--- src/rtl/filter_ctrl_5x5.sv ---
// filter_ctrl_5x5: frame sequencer for a 5x5 convolution datapath.
//
// Walks an IMG_W x IMG_H raster, enabling the datapath on each accepted
// pixel and tagging which results are valid. Once the last pixel is accepted,
// it drains the CONV_LAT-deep pipeline and then pulses o_done.
//
// Optional feature: define FILTER_CTRL_BORDER_EN to tag every pixel as valid.
// The datapath zero-fills the borders, so the frame yields IMG_W*IMG_H results.
//
// Ports:
//   clk, rst       clock (rising edge); synchronous active-high reset
//   i_start        frame start request, honoured only in IDLE
//   i_in_valid     upstream pixel valid
//   o_in_ready     pixel accepted when high together with i_in_valid
//   i_out_ready    downstream can capture a result on the next cycle
//   o_conv_en      datapath enable (pipeline shift)
//   o_col, o_row   raster position of the current pixel
//   o_out_valid    one-cycle strobe: datapath result is valid
//   o_busy         high in RUN and DRAIN
//   o_done         one-cycle end-of-frame pulse
module filter_ctrl_5x5 #(
  parameter int unsigned IMG_W    = 640,
  parameter int unsigned IMG_H    = 480,
  parameter int unsigned CONV_LAT = 1,
  parameter int unsigned CNT_W    = 12
) (
  input  logic             clk,
  input  logic             rst,
  input  logic             i_start,
  input  logic             i_in_valid,
  output logic             o_in_ready,
  input  logic             i_out_ready,
  output logic             o_conv_en,
  output logic [CNT_W-1:0] o_col,
  output logic [CNT_W-1:0] o_row,
  output logic             o_out_valid,
  output logic             o_busy,
  output logic             o_done
);

  typedef enum logic [1:0] {StIdle, StRun, StDrain, StDone} state_e;

  localparam logic [CNT_W-1:0] ColLast  = CNT_W'(IMG_W - 1);
  localparam logic [CNT_W-1:0] RowLast  = CNT_W'(IMG_H - 1);
  localparam logic [CNT_W-1:0] WinEdge  = CNT_W'(4);
  localparam logic [3:0]       DrainLen = 4'(CONV_LAT);

  state_e              state_q, state_d;
  logic [CNT_W-1:0]    col_q, col_d;
  logic [CNT_W-1:0]    row_q, row_d;
  logic [3:0]          drain_q, drain_d;
  logic [CONV_LAT-1:0] tag_q, tag_d;
  logic [CONV_LAT:0]   tag_ext;
  logic                out_valid_q, out_valid_d;

  logic shift;
  logic accept;
  logic last_pix;
  logic window_ok;
  logic new_tag;

  // One shift per accepted pixel in RUN, plus CONV_LAT flush shifts in DRAIN.
  // Any downstream stall freezes the whole pipeline.
  assign shift = i_out_ready &
                 (((state_q == StRun) & i_in_valid) |
                  ((state_q == StDrain) & (drain_q < DrainLen)));
  assign accept   = (state_q == StRun) & shift;
  assign last_pix = (col_q == ColLast) & (row_q == RowLast);

`ifdef FILTER_CTRL_BORDER_EN
  assign window_ok = 1'b1;
`else
  // The 5x5 window ends at the current pixel, so it is fully inside the image
  // only after four columns and four rows have been seen.
  assign window_ok = (col_q >= WinEdge) & (row_q >= WinEdge);
`endif

  // DRAIN shifts inject 0 so that flushed slots never produce a strobe.
  assign new_tag = (state_q == StRun) & window_ok;

  // State register
  always_ff @(posedge clk) begin
    if (rst) begin
      state_q     <= StIdle;
      col_q       <= '0;
      row_q       <= '0;
      drain_q     <= '0;
      tag_q       <= '0;
      out_valid_q <= 1'b0;
    end else begin
      state_q     <= state_d;
      col_q       <= col_d;
      row_q       <= row_d;
      drain_q     <= drain_d;
      tag_q       <= tag_d;
      out_valid_q <= out_valid_d;
    end
  end

  // Next-state logic
  always_comb begin
    state_d = state_q;
    unique case (state_q)
      StIdle:  if (i_start) state_d = StRun;
      StRun:   if (accept && last_pix) state_d = StDrain;
      StDrain: if (shift && (drain_q == DrainLen - 4'd1)) state_d = StDone;
      StDone:  state_d = StIdle;
      default: state_d = StIdle;
    endcase
  end

  // Counters, tag pipeline and result strobe
  always_comb begin
    col_d       = col_q;
    row_d       = row_q;
    drain_d     = drain_q;
    tag_d       = tag_q;
    tag_ext     = {tag_q, new_tag};
    // The strobe marks the slot that leaves the pipeline on this shift.
    out_valid_d = shift & tag_q[CONV_LAT-1];

    if (shift) tag_d = tag_ext[CONV_LAT-1:0];

    if (accept) begin
      if (last_pix) begin
        col_d = '0;
        row_d = '0;
      end else if (col_q == ColLast) begin
        col_d = '0;
        row_d = row_q + 1'b1;
      end else begin
        col_d = col_q + 1'b1;
      end
    end

    if (state_q == StDrain) begin
      if (shift) drain_d = drain_q + 4'd1;
    end else begin
      drain_d = '0;
    end
  end

  // Outputs are masked by rst so that they are already low during the reset cycle.
  always_comb begin
    o_in_ready  = (state_q == StRun) & i_out_ready & ~rst;
    o_conv_en   = shift & ~rst;
    o_col       = rst ? '0 : col_q;
    o_row       = rst ? '0 : row_q;
    o_out_valid = out_valid_q & ~rst;
    o_busy      = ((state_q == StRun) | (state_q == StDrain)) & ~rst;
    o_done      = (state_q == StDone) & ~rst;
  end

endmodule

--- config.mk ---
export PLATFORM = sky130hd
export DESIGN_NAME = filter_ctrl_5x5
export DESIGN_NICKNAME = d
export VERILOG_FILES = /design/src/rtl/filter_ctrl_5x5.sv
export SDC_FILE = /design/constraint.sdc
export NUM_CORES = 1
export LEC_CHECK = 0
export ABC_AREA = 1
export ABC_CLOCK_PERIOD_IN_PS = 3000
export CELL_PAD_IN_SITES_DETAIL_PLACEMENT = 1
export CELL_PAD_IN_SITES_GLOBAL_PLACEMENT = 1
export CORE_ASPECT_RATIO = 0.5
export CORE_UTILIZATION = 41
export CTS_CLUSTER_DIAMETER = 200
export DETAILED_ROUTE_END_ITERATION = 8
export GPL_TIMING_DRIVEN = 0
export PLACE_DENSITY = 0.92
export SLEW_MARGIN = 0
export SYNTH_ARGS = -nofsm -noshare
export SYNTH_HDL_FRONTEND = slang
export SYNTH_SLANG_ARGS = --single-unit
--- constraint.sdc ---
create_clock -name clk -period 3 [get_ports clk]
set_input_delay 0.6 -clock clk [delete_from_list [all_inputs] [get_ports clk]]
set_output_delay 0.6 -clock clk [all_outputs]
set_load 0.005 [all_outputs]
Yosys cells after proc, flatten, opt, wreduce, memory -nomap -nowiden
Index checks and enable logic that the tools add are counted.
- RAM bits: 0
- bits in read-only memories: 0
- latch bits: 0
- flip-flop bits (word level): 32
- output and inout bits: 29
- memories: 0
- bitwise operators: 18
- shifts and indexed selects: 0
- multipliers: 0
- add/sub/neg operators: 3
- div/mod/pow operators: 0
- magnitude comparators: 3
- eq/ne operators: 8
- reductions and logical operators: 8
- multiplexer cells: 10
- operators by type and width (operator ; count):
    12-bit two-way mux ; 6
    12-bit by 1-bit adder with 12-bit output (second input constant) ; 2
    12-bit by 3-bit greater-or-equal comparator with 1-bit output (second input constant) ; 2
    1-bit AND ; 14
    12-bit by 10-bit == test with 1-bit output (second input constant) ; 1
    12-bit by 9-bit == test with 1-bit output (second input constant) ; 1
    2-bit case mux with 4 select lines ; 1
    2-bit two-way mux ; 3
    4-bit by 1-bit adder with 4-bit output (second input constant) ; 1
    2-bit == test (second input constant) ; 2
    4-bit logical NOT ; 1
    4-bit by 1-bit less-than comparator with 1-bit output (second input constant) ; 1
    2-bit by 1-bit inequality test with 1-bit output (second input constant) ; 2
    3-bit AND reduction ; 1
    2-bit by 1-bit == test with 1-bit output (second input constant) ; 1
    1-bit logical AND ; 2
    2-bit logical NOT ; 1
    2-bit inequality test (second input constant) ; 1
    1-bit NOT ; 2
    1-bit OR ; 2
    2-bit AND reduction ; 1
    2-bit nonzero test ; 1
    2-bit OR reduction ; 1

Longest topological paths before layout
- depth after elaboration: 8
- mapped depth: 13
- depth with buffers taken out: 13

Least setup slack after synthesis
No wires, ideal clock.
- path kind: input -> output
- start point: input rst
- end point: output o_busy
- cell stages on the path: 3
- data required time: 2400 ps
- slack: 1169 ps
- arrival time: 1231 ps
- path through: clkbuf_1 > buf_1 > nor2_1
- word-level cells in the longest chain between the ends: 2
- RTL lines (element ; line ; RTL):
    start, declared ; 28 ; input logic rst,
    1-bit NOT ; 150 ; o_busy = ((state_q == StRun) | (state_q == StDrain)) & ~rst;
    1-bit AND ; 150 ;
    end, declared ; 37 ; output logic o_busy,
Every way passes these cells.

Final worst setup path
- start point: input i_out_ready
- end point: output o_conv_en
- word-level cells in the longest chain between the ends: 2
- RTL lines (element ; line ; RTL):
    start, declared ; 32 ; input logic i_out_ready,
    1-bit AND ; 64 ; assign shift = i_out_ready &
    1-bit AND ; 146 ; o_conv_en = shift & ~rst;
    end, declared ; 33 ; output logic o_conv_en,
Every way passes these cells.

==> impl_metrics.tcl <==
set metrics [dict create \
    synth_fa_ha_area_share_pct 5.74 \
    top_usage_layer "met2" \
    regToRegStartpoint "state_q[0]" \
    p_sw_share_pct 32.0 \
    critPathTopFamily "buffers and inverters" \
    worstMarginPinSlew_ps 620 \
    clk_pin_slew_ps 70 \
    finalCritPeriodShare_pct 93.7 \
    post-dp-hpwl_mm 5.10 \
    syn_inst 329 \
    min-delay-start "tag_q" \
    fillCellCount 680 \
    grt_pass1_vias 2335 \
    htree_levels 2 \
    crit_slowest_cell "clkdlybuf4s50_1" \
    wl_per_cell_um 15.9 \
    gr-usage-met1_pct 31.8 \
    synth_top_family_by_area "simple AND/OR/NAND/NOR gates" \
    p_seq_share_pct 42.7 \
    p_sw_w 0.000345 \
    track_usage_pct 26.5 \
    cp.required_ps 2400 \
    via_per_inst 5.24 \
    first_pass_iters 4 \
    place_congestion 0.925 \
    cp-end-kind "primary output" \
    wl_mm 6.95 \
    clkPwrFrac_pct 35.0 \
    status "finished, final reports clean" \
    grt_max_degree 11 \
    yosys.area_share.simple_pct 43.1 \
    detail-route-antenna-nets 0 \
    p_per_area_nw_per_um2 403 \
    antenna_found_initial 0 \
    syn_avg_cell_area_um2 6.62 \
    ys_types 32 \
    start_kind "primary input" \
    r2r_slack_ps 1070 \
    synth-seq-cells 32 \
    crit_type "primary input to primary output" \
    maxCapViolCount 0 \
    die_height_um 53.6 \
    crit_path_cell_trace "clkdlybuf4s50_1 -> nand2_1 -> inv_1 -> nand3_2 -> nand2_4 -> inv_1 -> nor2_1 -> clkdlybuf4s50_1" \
    clock-sinks 32 \
    io_pins 34 \
    postLayoutCoreUtil_pct 53.4 \
    p_leak_nw 0.969 \
    synth_area_um2 2180 \
    yosysWarnings 0 \
    vias 2296 \
    gr-usage-met3_pct 4.48 \
    setup_viol 0 \
    muxShareOfSynthArea_pct 0 \
    num-nets-final 383 \
    peakVddDrop_mv 0.247 \
    start_util_pct 43.4 \
    cts_setup_buffers 0 \
    reg2reg_to "col_q[1]" \
    row_count 18 \
    tns_ps 0 \
    rsz0062_at_grt "false" \
    die_width_um 105 \
    critical_path_buf_inv_count 4 \
    fmax_mhz 356 \
    hold_path_class "register to register" \
    use_met2_pct 48.5 \
    critPathMaxFanout 6 \
    crit_start "i_out_ready" \
    reg2reg_depth 11 \
    p_int_w 0.000735 \
    grt_pass1_wl_mm 11.3 \
    cts_hold_buffers 0 \
    port_buffers 32 \
    insertion_delay_ps 300 \
    cts_buffers 5 \
    final_layout_size_suffix_gt1_share_pct 10.6 \
    slew_headroom_pct 58.7 \
    clock-root-buffer "clkbuf_8" \
    crit_end "o_conv_en" \
    critPathArrivalTime_ps 2210 \
    drt_iter0_drc 72 \
    synth_xor_area_share_pct 2.01 \
    post_cts_resized 0 \
    fin_crit_ps 2810 \
    overflow 0 \
    diodes 0 \
    areaGrowthSynthToFinish_pct 23.1 \
    synth.yosys.seq_area_share_pct 29.4 \
    die_area_um2 5630 \
    slowest_delay_ps 540 \
    fin_worst_skew_ps 4.17 \
    finalHoldViolCount 0 \
    clockBufferDepth 2 \
    synth.net_count 344 \
    slew_viol_final 0 \
    combPwrFrac_pct 22.3 \
    drc 0 \
    core-area_um2 5020 \
    synth-compound-area-share_pct 9.36 \
    tritoncts "done" \
    crit_cells 8 \
]
## stage by stage
stage / total power (W) / setup slack [ps] / hold slack, ps / std cells / area, um^2
2_1_floorplan: 0.000625 / 1170 / 417 / 329 / 2180
3_3_place_gp: 0.000683 / 260 / 432 / 431 / 2590
3_5_place_dp: 0.000701 / 218 / 432 / 431 / 2590
4_1_cts: 0.00108 / 197 / 446 / 438 / 2680
5_1_grt: 0.00112 / 75.1 / 484 / 438 / 2680
6_report: 0.00108 / 188 / 454 / 438 / 2680
## worst min-delay path by stage
stage	depth (start not counted)	endpoint
final	2	out_valid_q
after floorplan	2	out_valid_q
after global placement	2	out_valid_q
after detailed placement	2	out_valid_q
after CTS	2	out_valid_q
after global routing	2	out_valid_q
## worst register-to-register path: stages (launching register included)
cell and delay (ps):
dfxtp_1 420, inv_1 90, ha_1 250, nand2_1 90, inv_1 50, nand3_2 70
nand2_4 80, nand2_4 160, inv_6 60, nand2_2 110, nand2_1 220, a211oi_1 230
## state kept, by name, indices dropped and copies added, names as in the netlist
register,count
drain_q,4
col_q,12
row_q,12
out_valid_q,1
tag_q,1
state_q,2
## cell usage after synthesis
cell type / n / area share (%)
nand2_4: 2 / 1.0
nand4_1: 15 / 4.3
a21oi_1: 25 / 5.7
nor3_2: 1 / 0.46
nor3_4: 1 / 0.75
o221ai_2: 1 / 0.69
ha_1: 10 / 5.7
buf_6: 1 / 0.52
inv_1: 42 / 7.2
inv_2: 3 / 0.52
nand2_1: 57 / 9.8
or2_0: 1 / 0.29
nor2_2: 3 / 0.86
a31oi_1: 1 / 0.29
nor2_4: 4 / 2.1
or2_2: 1 / 0.29
inv_6: 1 / 0.40
nor3_1: 9 / 2.1
nand3_1: 26 / 6.0
nand2_2: 7 / 2.0
a211oi_1: 1 / 0.34
xor2_1: 5 / 2.0
nor3b_2: 2 / 1.1
dfxtp_1: 32 / 29
buf_12: 1 / 0.92
nor3b_1: 1 / 0.34
clkbuf_1: 2 / 0.34
nand3_2: 4 / 1.8
o21ai_1: 1 / 0.23
buf_1: 3 / 0.52
nor2_1: 57 / 9.8
o21ai_0: 9 / 2.1
## kinds of logic (layout without fill, tap and decap cells)
logic type,after synthesis,in the layout
simple gates,191,191
fa+ha+maj,10,10
buf+inv,53,92
xor+xnor,5,5
compound gates,38,38
flops,32,32
## routing by layer
metal	vias to the layer above	wire length (um)	part of all wire, %
met2	34	3370	48
li1	1135	-	-
met1	1113	3250	47
met4	0	138	2.0
met5	-	0	0
met3	14	188	2.7
## power groups by stage
stage	clock network, W	logic (W)	registers, W
floorplan	0	0.000162	0.000463
finish	0.000379	0.000241	0.000461
global placement	0	0.000217	0.000466
detailed placement	0	0.000233	0.000468
global route	0.000391	0.000270	0.000463
CTS	0.000378	0.000238	0.000461
## final cells by class
type                       instances  area (um^2)  area share (%)
buffer                             7         50.0            1.86
clock buffer                       7         96.3            3.59
inverter                          46          178            6.62
multi-input combinational        244         1310            48.9
sequential                        32          641            23.9
tap                               70         87.6            3.26
timing repair buffer              32          320            11.9
## cells in the final DEF, fill, tap and decap left out, types with 9 or more instances in the layout
| cell | count |
|---|---|
| nor3_1 | 9 |
| dfxtp_1 | 32 |
| a21oi_1 | 25 |
| nand2_1 | 57 |
| ha_1 | 10 |
| clkdlybuf4s50_1 | 32 |
| nor2_1 | 57 |
| inv_1 | 42 |
| o21ai_0 | 9 |
| nand3_1 | 26 |
| nand4_1 | 15 |
Power figures use the tool's default switching activity.
